===== src/rtl/fp_multi_adder.sv =====
// rtl/fp_multi_adder.sv - sequential N-operand floating-point adder with single final rounding
module fp_multi_adder #(
   parameter int EXP_W = 5,
   parameter int MAN_W = 10,
   parameter int N_OPS = 3
) (
   input  logic                               clk,
   input  logic                               reset,
   input  logic                               start,
   input  logic [N_OPS*(1+EXP_W+MAN_W)-1:0]   operands,
   input  logic                               rnd_mode,
   input  logic                               ack,
   output logic [EXP_W+MAN_W:0]               result,
   output logic                               busy,
   output logic                               done,
   output logic                               overflow,
   output logic                               invalid
);
   localparam int FP_W = 1 + EXP_W + MAN_W;
   localparam int M    = MAN_W + 1;
   localparam int W    = MAN_W + 4;
   localparam int EW   = EXP_W + 2;
   localparam logic [3:0]           LAST_IDX = 4'(N_OPS - 1);
   localparam logic signed [EW-1:0] E_ONE    = EW'(1);
   localparam logic signed [EW-1:0] E_MAX    = EW'((1 << EXP_W) - 1);

   localparam logic [5:0] S_IDLE  = 6'b000001;
   localparam logic [5:0] S_ALIGN = 6'b000010;
   localparam logic [5:0] S_ADD   = 6'b000100;
   localparam logic [5:0] S_NORM  = 6'b001000;
   localparam logic [5:0] S_ROUND = 6'b010000;
   localparam logic [5:0] S_DONE  = 6'b100000;

   logic [5:0]              state;
   logic [N_OPS*FP_W-1:0]   ops_q;
   logic                    rnd_q;
   logic [3:0]              idx;
   logic                    acc_s;
   logic signed [EW-1:0]    acc_e;
   logic [W-1:0]            acc_m;
   logic                    pos_inf, neg_inf;
   logic                    big_s, sml_s;
   logic [W-1:0]            big_m, sml_m;
   logic signed [EW-1:0]    al_e;
   logic                    sum_s;
   logic [W:0]              sum_m;
   logic signed [EW-1:0]    sum_e;

   logic [FP_W-1:0]         op_cur;
   logic                    op_s, op_inf, op_zero, acc_zero, swap;
   logic [EXP_W-1:0]        op_ef;
   logic [W-1:0]            op_m, big_in, sml_in, aligned;
   logic signed [EW-1:0]    op_e, diff;
   int                      shamt;
   logic [2*W-1:0]          ext;

   // Accumulator mantissa layout: {hidden, fraction, guard, round, sticky}.
   always_comb begin
      op_cur   = ops_q[int'(idx) * FP_W +: FP_W];
      op_s     = op_cur[FP_W-1];
      op_ef    = op_cur[FP_W-2:MAN_W];
      op_inf   = &op_ef;
      op_zero  = (op_ef == '0) || op_inf;
      op_m     = op_zero ? '0 : {1'b1, op_cur[MAN_W-1:0], 3'b000};
      op_e     = $signed({2'b00, op_ef});
      acc_zero = (acc_m == '0);
      // A zero side never sets the exponent, so a tiny accumulator is not flushed into sticky.
      swap     = acc_zero || (!op_zero && (op_e > acc_e));
      diff     = swap ? (op_e - acc_e) : (acc_e - op_e);
      if (diff < 0)
         shamt = 0;
      else if (diff > W)
         shamt = W;
      else
         shamt = int'(diff);
      big_in  = swap ? op_m : acc_m;
      sml_in  = swap ? acc_m : op_m;
      ext     = {sml_in, {W{1'b0}}} >> shamt;
      aligned = {ext[2*W-1:W+1], ext[W] | (|ext[W-1:0])};
   end

   logic       add_s;
   logic [W:0] add_m;

   always_comb begin
      add_s = big_s;
      add_m = '0;
      if (big_s == sml_s)
         add_m = {1'b0, big_m} + {1'b0, sml_m};
      else if (big_m >= sml_m)
         add_m = {1'b0, big_m - sml_m};
      else begin
         add_m = {1'b0, sml_m - big_m};
         add_s = sml_s;
      end
      if (add_m == '0)
         add_s = 1'b0;
   end

   logic [EW-1:0]        lz;
   logic [W-1:0]         nrm_m;
   logic signed [EW-1:0] nrm_e;

   always_comb begin
      lz = '0;
      for (int k = 0; k < W; k++)
         if (sum_m[k])
            lz = EW'(W - 1 - k);
      if (sum_m[W]) begin
         nrm_m = {sum_m[W:2], sum_m[1] | sum_m[0]};
         nrm_e = sum_e + E_ONE;
      end else if (sum_m[W-1:0] == '0) begin
         nrm_m = '0;
         nrm_e = '0;
      end else begin
         nrm_m = sum_m[W-1:0] << lz;
         nrm_e = sum_e - $signed(lz);
      end
   end

   logic                 rnd_inc;
   logic [M:0]           rnd_m;
   logic [MAN_W-1:0]     rnd_f;
   logic signed [EW-1:0] rnd_e;
   logic [FP_W-1:0]      fin_res;
   logic                 fin_ovf, fin_inv;

   always_comb begin
      rnd_inc = !rnd_q && acc_m[2] && (acc_m[3] || acc_m[1] || acc_m[0]);
      rnd_m   = {1'b0, acc_m[W-1:3]} + {{M{1'b0}}, rnd_inc};
      if (rnd_m[M]) begin
         rnd_f = rnd_m[M-1:1];
         rnd_e = acc_e + E_ONE;
      end else begin
         rnd_f = rnd_m[M-2:0];
         rnd_e = acc_e;
      end
      fin_res = {acc_s, rnd_e[EXP_W-1:0], rnd_f};
      fin_ovf = 1'b0;
      fin_inv = 1'b0;
      if (pos_inf && neg_inf) begin
         fin_res = {1'b0, {EXP_W{1'b1}}, 1'b1, {(MAN_W-1){1'b0}}};
         fin_inv = 1'b1;
      end else if (pos_inf || neg_inf)
         fin_res = {neg_inf, {EXP_W{1'b1}}, {MAN_W{1'b0}}};
      else if (acc_zero || rnd_e <= 0)
         fin_res = {acc_s, {(FP_W-1){1'b0}}};
      else if (rnd_e >= E_MAX) begin
         fin_res = {acc_s, {EXP_W{1'b1}}, {MAN_W{1'b0}}};
         fin_ovf = 1'b1;
      end
   end

   always_ff @(posedge clk or posedge reset) begin
      if (reset) begin
         state    <= S_IDLE;
         ops_q    <= '0;
         rnd_q    <= 1'b0;
         idx      <= '0;
         acc_s    <= 1'b0;
         acc_e    <= '0;
         acc_m    <= '0;
         pos_inf  <= 1'b0;
         neg_inf  <= 1'b0;
         big_s    <= 1'b0;
         sml_s    <= 1'b0;
         big_m    <= '0;
         sml_m    <= '0;
         al_e     <= '0;
         sum_s    <= 1'b0;
         sum_m    <= '0;
         sum_e    <= '0;
         result   <= '0;
         overflow <= 1'b0;
         invalid  <= 1'b0;
      end else begin
         case (state)
            S_IDLE: if (start) begin
               ops_q   <= operands;
               rnd_q   <= rnd_mode;
               idx     <= '0;
               acc_s   <= 1'b0;
               acc_e   <= '0;
               acc_m   <= '0;
               pos_inf <= 1'b0;
               neg_inf <= 1'b0;
               state   <= S_ALIGN;
            end
            S_ALIGN: begin
               big_s   <= swap ? op_s : acc_s;
               sml_s   <= swap ? acc_s : op_s;
               big_m   <= big_in;
               sml_m   <= aligned;
               al_e    <= swap ? op_e : acc_e;
               pos_inf <= pos_inf | (op_inf & ~op_s);
               neg_inf <= neg_inf | (op_inf & op_s);
               state   <= S_ADD;
            end
            S_ADD: begin
               sum_s <= add_s;
               sum_m <= add_m;
               sum_e <= al_e;
               state <= S_NORM;
            end
            S_NORM: begin
               acc_s <= sum_s;
               acc_m <= nrm_m;
               acc_e <= nrm_e;
               idx   <= idx + 4'd1;
               state <= (idx < LAST_IDX) ? S_ALIGN : S_ROUND;
            end
            S_ROUND: begin
               result   <= fin_res;
               overflow <= fin_ovf;
               invalid  <= fin_inv;
               state    <= S_DONE;
            end
            S_DONE: if (ack)
               state <= S_IDLE;
            default: state <= S_IDLE;
         endcase
      end
   end

   assign busy = (state != S_IDLE);
   assign done = (state == S_DONE);
endmodule


===== config.mk =====
export PLATFORM = sky130hd
export DESIGN_NAME = fp_multi_adder
export DESIGN_NICKNAME = d
export VERILOG_FILES = /design/src/rtl/fp_multi_adder.sv
export SDC_FILE = /design/constraint.sdc
export NUM_CORES = 1
export LEC_CHECK = 0
export ABC_CLOCK_PERIOD_IN_PS = 7100
export CAP_MARGIN = 25
export CORE_UTILIZATION = 43
export CTS_CLUSTER_SIZE = 24
export DETAILED_ROUTE_END_ITERATION = 8
export PLACE_DENSITY_LB_ADDON = 0.15
export SLEW_MARGIN = 20
export SYNTH_ARGS = -nofsm -noshare
export SYNTH_HDL_FRONTEND = slang
export SYNTH_SLANG_ARGS = --single-unit

===== constraint.sdc =====
create_clock -name clk -period 7.1 [get_ports clk]
set_input_delay 1.42 -clock clk [delete_from_list [all_inputs] [get_ports clk]]
set_output_delay 1.42 -clock clk [all_outputs]
set_load 0.02 [all_outputs]

### Word-level counts from Yosys, hierarchy flattened

Index checks and enable logic that the tools add are counted.

* word-level logic and storage cells: 138
* bits of input ports: 53
* register bits after elaboration: 161

* shift operators: 3
* equal/unequal tests: 10
* muxes and demuxes: 57
* order comparisons: 7
* add/sub/neg operators: 10
* reductions and logical operators: 24
* bitwise logic cells: 7

Operators with widths (count)
* two-way mux 7 bit: 19
* two-way mux 14 bit: 7
* two-way mux 32 bit: 2
* variable part select 48 x 9 -> 16 bit: 1
* two-way mux 15 bit: 3
* one-hot mux 6 bit (6 select lines): 1
* two-way mux 16 bit: 2
* >> shifter 28 x 32 -> 28 bit: 1
* zero test 14 bit: 2
* one-hot mux 14 bit (2 select lines): 1
* subtractor 14 bit: 2
* adder 14 x 14 -> 15 bit: 1
* zero test 15 bit: 1
* adder 7 x 2 -> 7 bit, second input constant: 2
* >= comparator 14 bit: 1
* one-hot mux 7 bit (2 select lines): 1
* OR reduction 14 bit: 1
* << shifter 14 x 7 -> 14 bit: 1
* adder 11 x 1 -> 12 bit: 1
* two-way mux 6 bit: 2
* two-way mux 1 bit: 11
* two-way mux 10 bit: 1
* two-way mux 4 bit: 2
* one-hot mux 4 bit (2 select lines): 1
* 31 further kinds: 51

### Logic depth before layout (Yosys ltp)

* depth after elaboration: 18
* mapped depth: 22

### Worst setup path after synthesis

No wires, ideal clock.

* path type: register to register
* start point: reg idx[1]
* end point: reg sml_m[5]
* arrival: 4.359 ns
* stages on the path, launching flop included: 21
* path slack: 2.659 ns
* setup time: 0.082 ns
* path through: dfrtp_1 buf_6 mux2_1 a32oi_1 nor2_1 inv_1 ha_1 inv_1 fa_1 a21oi_1 o211a_1 o21ai_0 a221o_1 a211o_1 o22ai_1 and3_1 buf_6 mux2_1 mux2_2 a211o_1 a31oi_1

* longest elaborated chain between the ends: 11

Ends and longest elaborated chain
* start: declaration: RTL line 37 `logic [3:0] idx;`
* start signal: assignment: RTL line 209 `idx <= idx + 4'd1;`
* variable part select 48 x 9 -> 16 bit (*): RTL line 59 `op_cur = ops_q[int'(idx) * FP_W +: FP_W];`
* parallel branches: the longest is 9 deep, another holds > comparator 6 x 7 -> 1 bit
* >> shifter 28 x 32 -> 28 bit (*): RTL line 78 `ext = {sml_in, {W{1'b0}}} >> shamt;`
* end signal: assignment: RTL line 193 `sml_m <= aligned;`
* end: declaration: RTL line 43 `logic [W-1:0] big_m, sml_m;`

Mark *: on every way between the ends.
A chain may end at the register's enable or synchronous reset.

### Worst setup path in the final report

* start point: reg idx[0]
* end point: reg sml_m[0]

* longest elaborated chain between the ends: 13

Ends and longest elaborated chain
* variable part select 48 x 9 -> 16 bit (*): RTL line 59
* parallel branches: the longest is 9 deep, another holds > comparator 6 x 7 -> 1 bit
* >> shifter 28 x 32 -> 28 bit (*): RTL line 78
* OR reduction 14 bit: RTL line 79 `aligned = {ext[2*W-1:W+1], ext[W] | (|ext[W-1:0])};`
* OR 1 bit (*): RTL line 79

Marks and branches as above.

==> summary.txt <==
Layout
  – Nets: 1642
  – Area grow syn2layout: 12.8%
  – Diodes inserted: 0
  – Post-Layout Inst Area: 0.0136 mm^2
  – Multi-input logic area: 0.00732 mm^2
  – Post-Route Utilization: 49.9%
  – Filler Cell Count: 2649
  – Share of layout cells above drive strength 1: 6.58%
  – Register area: 0.00403 mm^2

Synthesis
  – Syn_nets: 1627
  – Sequential area share after synthesis: 33.4%
  – Synth cell types: 92
  – Register bit count reported by yosys: 161
  – Synth Warn #: 0
  – Synth async-reset ratio: 100%
  – Syn avg cell area: 8.00 um^2
  – Ys flop type: dfrtp_1
  – Synthesized instance count: 1507
  – Post-synth EDFFs: 0
  – Synthesized area: 0.0121 mm^2

Clock network
  – Clock buffer count from CTS: 17
  – Clock sinks: 161
  – CTS tree: done
  – Clock Path Buffers: 2
  – Postcts setup bufs: 0
  – # hold bufs at CTS: 0
  – Register clock-pin slew on the reported worst setup and hold paths: 0.07 ns
  – Worst-Skew Late Latency: 0.45 ns
  – H-tree depth: 4
  – # resized after CTS: 0
  – CTS root buf: clkbuf_16

Global routing
  – Number of global-route vias before repair: 10400
  – Met2 track demand over resource: 43.8%
  – Global-route wire length before repair: 60300 um
  – Initial antenna violation count: 0
  – Grt met1 use: 38.4%
  – Busiest layer in global routing: met2
  – GRT Residual Overflow: 0
  – Met3 Use GR: 3.99%
  – GRT Total Usage: 27.3%
  – Largest net degree at the start of global routing: 73

Floorplanning
  – Initial Utilization: 44.3%
  – I/O pin count: 73
  – Die X-Extent: 169 um
  – Core ar.: 0.0273 mm^2
  – Row count: 60
  – Die height: 169 um
  – Die area: 0.0287 mm^2

Power
  – Gate power share: 67.2%
  – Share of power burned in registers: 20.7%
  – Power per Cell Area: 552 mW/mm^2
  – Lkg Pwr: 5.93 nW
  – Clock power share: 12.1%
  – Internal power: 3.60 mW
  – Net Sw Power: 3.90 mW
  – Sw Share: 52.0%
  – Total power: 7.50 mW
  – Worst VDD drop: 0.000265 V

Placed design
  – Placed cell area: 0.0130 mm^2
  – Number of port buffers: 72
  – RD Place Congestion: 0.948
  – HPWL after detailed placement: 28200 um

Worst setup path
  – Critical Path Slowest Stage Cell: and3_1
  – Critical path class: register to register
  – Crit end category: register
  – Worst EP required: 7.43 ns
  – CP Max Fanout: 25
  – Top delay family on crit path: compound AO/OA/AOI/OAI gates
  – CP peak stage delay: 0.71 ns
  – Buffers and inverters on the worst path: 2
  – Startpoint types: register
  – Critical-path cell list: and2b_1 > a32oi_1 > nor2_1 > ha_1 > o21ai_0 > a211oi_1 > o22ai_1 > buf_4 > o21ba_1 > a21oi_2 > buf_4 > o211ai_2 > and3_1 > mux2_1 > mux2_2 > nor2_1 > a2111oi_2 > a221oi_2
  – WP data arrival: 6.33 ns

Timing
  – Setup TNS: 0 ns
  – Achievable Freq: 0.167 GHz
  – RSZ-0062 raised after global routing: false
  – Final setup fails: 0
  – Slew @ Worst Pin: 0.959 ns
  – Fin crit share: 84.5%
  – Worst Skew: 0.0325 ns
  – Max Slew Vio Count: 0
  – Min Clock Period, post-route: 6.00 ns
  – Slew margin rel.: 35.5%
  – Fin. Hold Viols: 0
  – WHS: 0.474 ns

Drt
  – Post-DRT Antenna Nets: 0
  – Residual DRC: 0
  – DRT Pass-1 Iters: 8
  – Routed vias: 11100
  – Via-per-instance ratio: 5.81
  – Final WL: 38000 um
  – DRT iter0 DRCs: 881
  – Drt wl/cell: 19.9 um

Min path
  – Hold crit path type: register to register

Status
  – Outcome: complete, no violations

Job
  – Max-cap violation count: 0
==> cells in the mapped netlist, types with 5 or more instances <==
library cell,number,share of area [%]
o21ai_0,107,4.4
fa_1,6,1.0
o32ai_1,6,0.44
dfrtp_1,160,33
o31ai_1,14,0.87
o311a_1,6,0.50
and3_1,10,0.52
ha_1,61,6.3
nor3_1,35,1.5
o21a_1,11,0.68
a32oi_1,8,0.58
a21oi_1,87,3.6
nand2b_1,17,0.88
and2_1,7,0.36
nor4_1,10,0.52
a31oi_1,21,1.1
clkbuf_1,83,2.6
a22oi_1,6,0.37
nor2_1,97,3.0
mux4_2,8,1.5
xnor2_1,19,1.4
o211ai_1,14,0.87
mux2_1,7,0.65
inv_1,87,2.7
mux2i_1,35,2.9
o22ai_1,11,0.57
mux2_2,17,1.6
a21o_1,13,0.81
nand3_1,54,2.2
nand4_1,12,0.62
or3_1,6,0.31
a211oi_1,17,1.1
o21bai_1,7,0.44
a211o_1,7,0.51
nor2b_1,12,0.62
o2111ai_1,6,0.44
nand2_1,305,9.5
nand3b_1,6,0.37
buf_1,5,0.16
xor2_1,12,0.87
==> worst paths after layout <==
path                       depth (start not counted)  slack (ns)     start    endpoint
max                                               18        1.10    idx[0]    sml_m[0]
min                                                2        0.47  ops_q[3]    ops_q[3]
max reg2reg                                       18        1.10    idx[0]    sml_m[0]
min reg2reg                                        2        0.47  ops_q[3]    ops_q[3]
max in group asynchronous                          3        4.53     reset  result[13]
min in group asynchronous                          2        1.35     reset    ops_q[6]
==> registers in the layout, indices dropped and copies added (netlist names), 4 cells and up <==
signal  cells
result     16
state       6
acc_e       7
al_e        7
big_m      14
ops_q      48
idx         4
sum_e       7
sum_m      15
sml_m      14
acc_m      14
==> worst min-delay path, stage by stage (launching register included) <==
cell     delay, ns
dfrtp_1       0.34
nand2_1       0.05
nand2_1       0.05
==> power by group through the flow <==
stage                     logic [mW]  registers (mW)  clock network [mW]
after global routing            5.53            1.59               0.964
after global placement          4.95            1.56                   0
after floorplan                 3.82            1.40                   0
final                           5.04            1.55               0.911
after CTS                       4.98            1.55               0.929
after detailed placement        4.95            1.56                   0
==> layer usage <==
layer | vias to the layer above | part of all wire, %
met2 | 333 | 46
met1 | 5366 | 47
li1 | 5344 | -
met5 | - | 0
met4 | 0 | 1.8
met3 | 31 | 4.5
==> placed cells by master (no fill, tap or decap), types with 8 or more instances in the layout <==
master	synthesis	final
o21a_1	11	11
o211ai_1	14	14
nand3_1	54	54
mux4_2	8	8
dfrtp_1	160	160
mux2i_1	35	35
clkdlybuf4s50_1	0	72
nor4_1	10	10
o31ai_1	14	13
buf_4	1	19
and3_1	10	10
mux2_2	17	17
clkbuf_16	0	17
a32oi_1	8	8
inv_1	87	86
xor2_1	12	11
xnor2_1	19	19
o21ai_0	107	107
ha_1	61	61
nor2_1	97	97
a31oi_1	21	21
nor3_1	35	35
nor2b_1	12	12
o22ai_1	11	11
a211oi_1	17	17
nand4_1	12	12
a21o_1	13	13
nand2b_1	17	17
nand2_1	305	304
a21oi_1	87	87
==> cell families (layout without fill, tap and decap cells) <==
kind of cell	after synthesis	count (layout)	share of synthesized area, %
xor+xnor	31	31	2.25
simple gates	597	597	22.4
flops	161	161	33.4
compound gates	398	398	21.8
mux	68	68	6.75
fa+ha+maj	67	67	7.32
buf+inv	185	213	6.07
==> cell type report <==
cell class	instances	area share [%]
flip-flops and latches	161	29.6
multi-input cells	1161	53.8
repair buffers	92	6.49
well taps	372	3.42
inverters	89	2.49
clock inverters	12	0.910
clock buffers	20	3.28
==> metrics by stage <==
| stage | std cells | setup WS (ns) |
|---|---|---|
| global route | 1907 | 0.674 |
| detailed placement | 1874 | 1.26 |
| global placement | 1874 | 1.33 |
| floorplan | 1507 | 1.33 |
| finish | 1907 | 1.10 |
| CTS | 1906 | 1.23 |
Note: power is estimated with default switching activity, not from simulation.
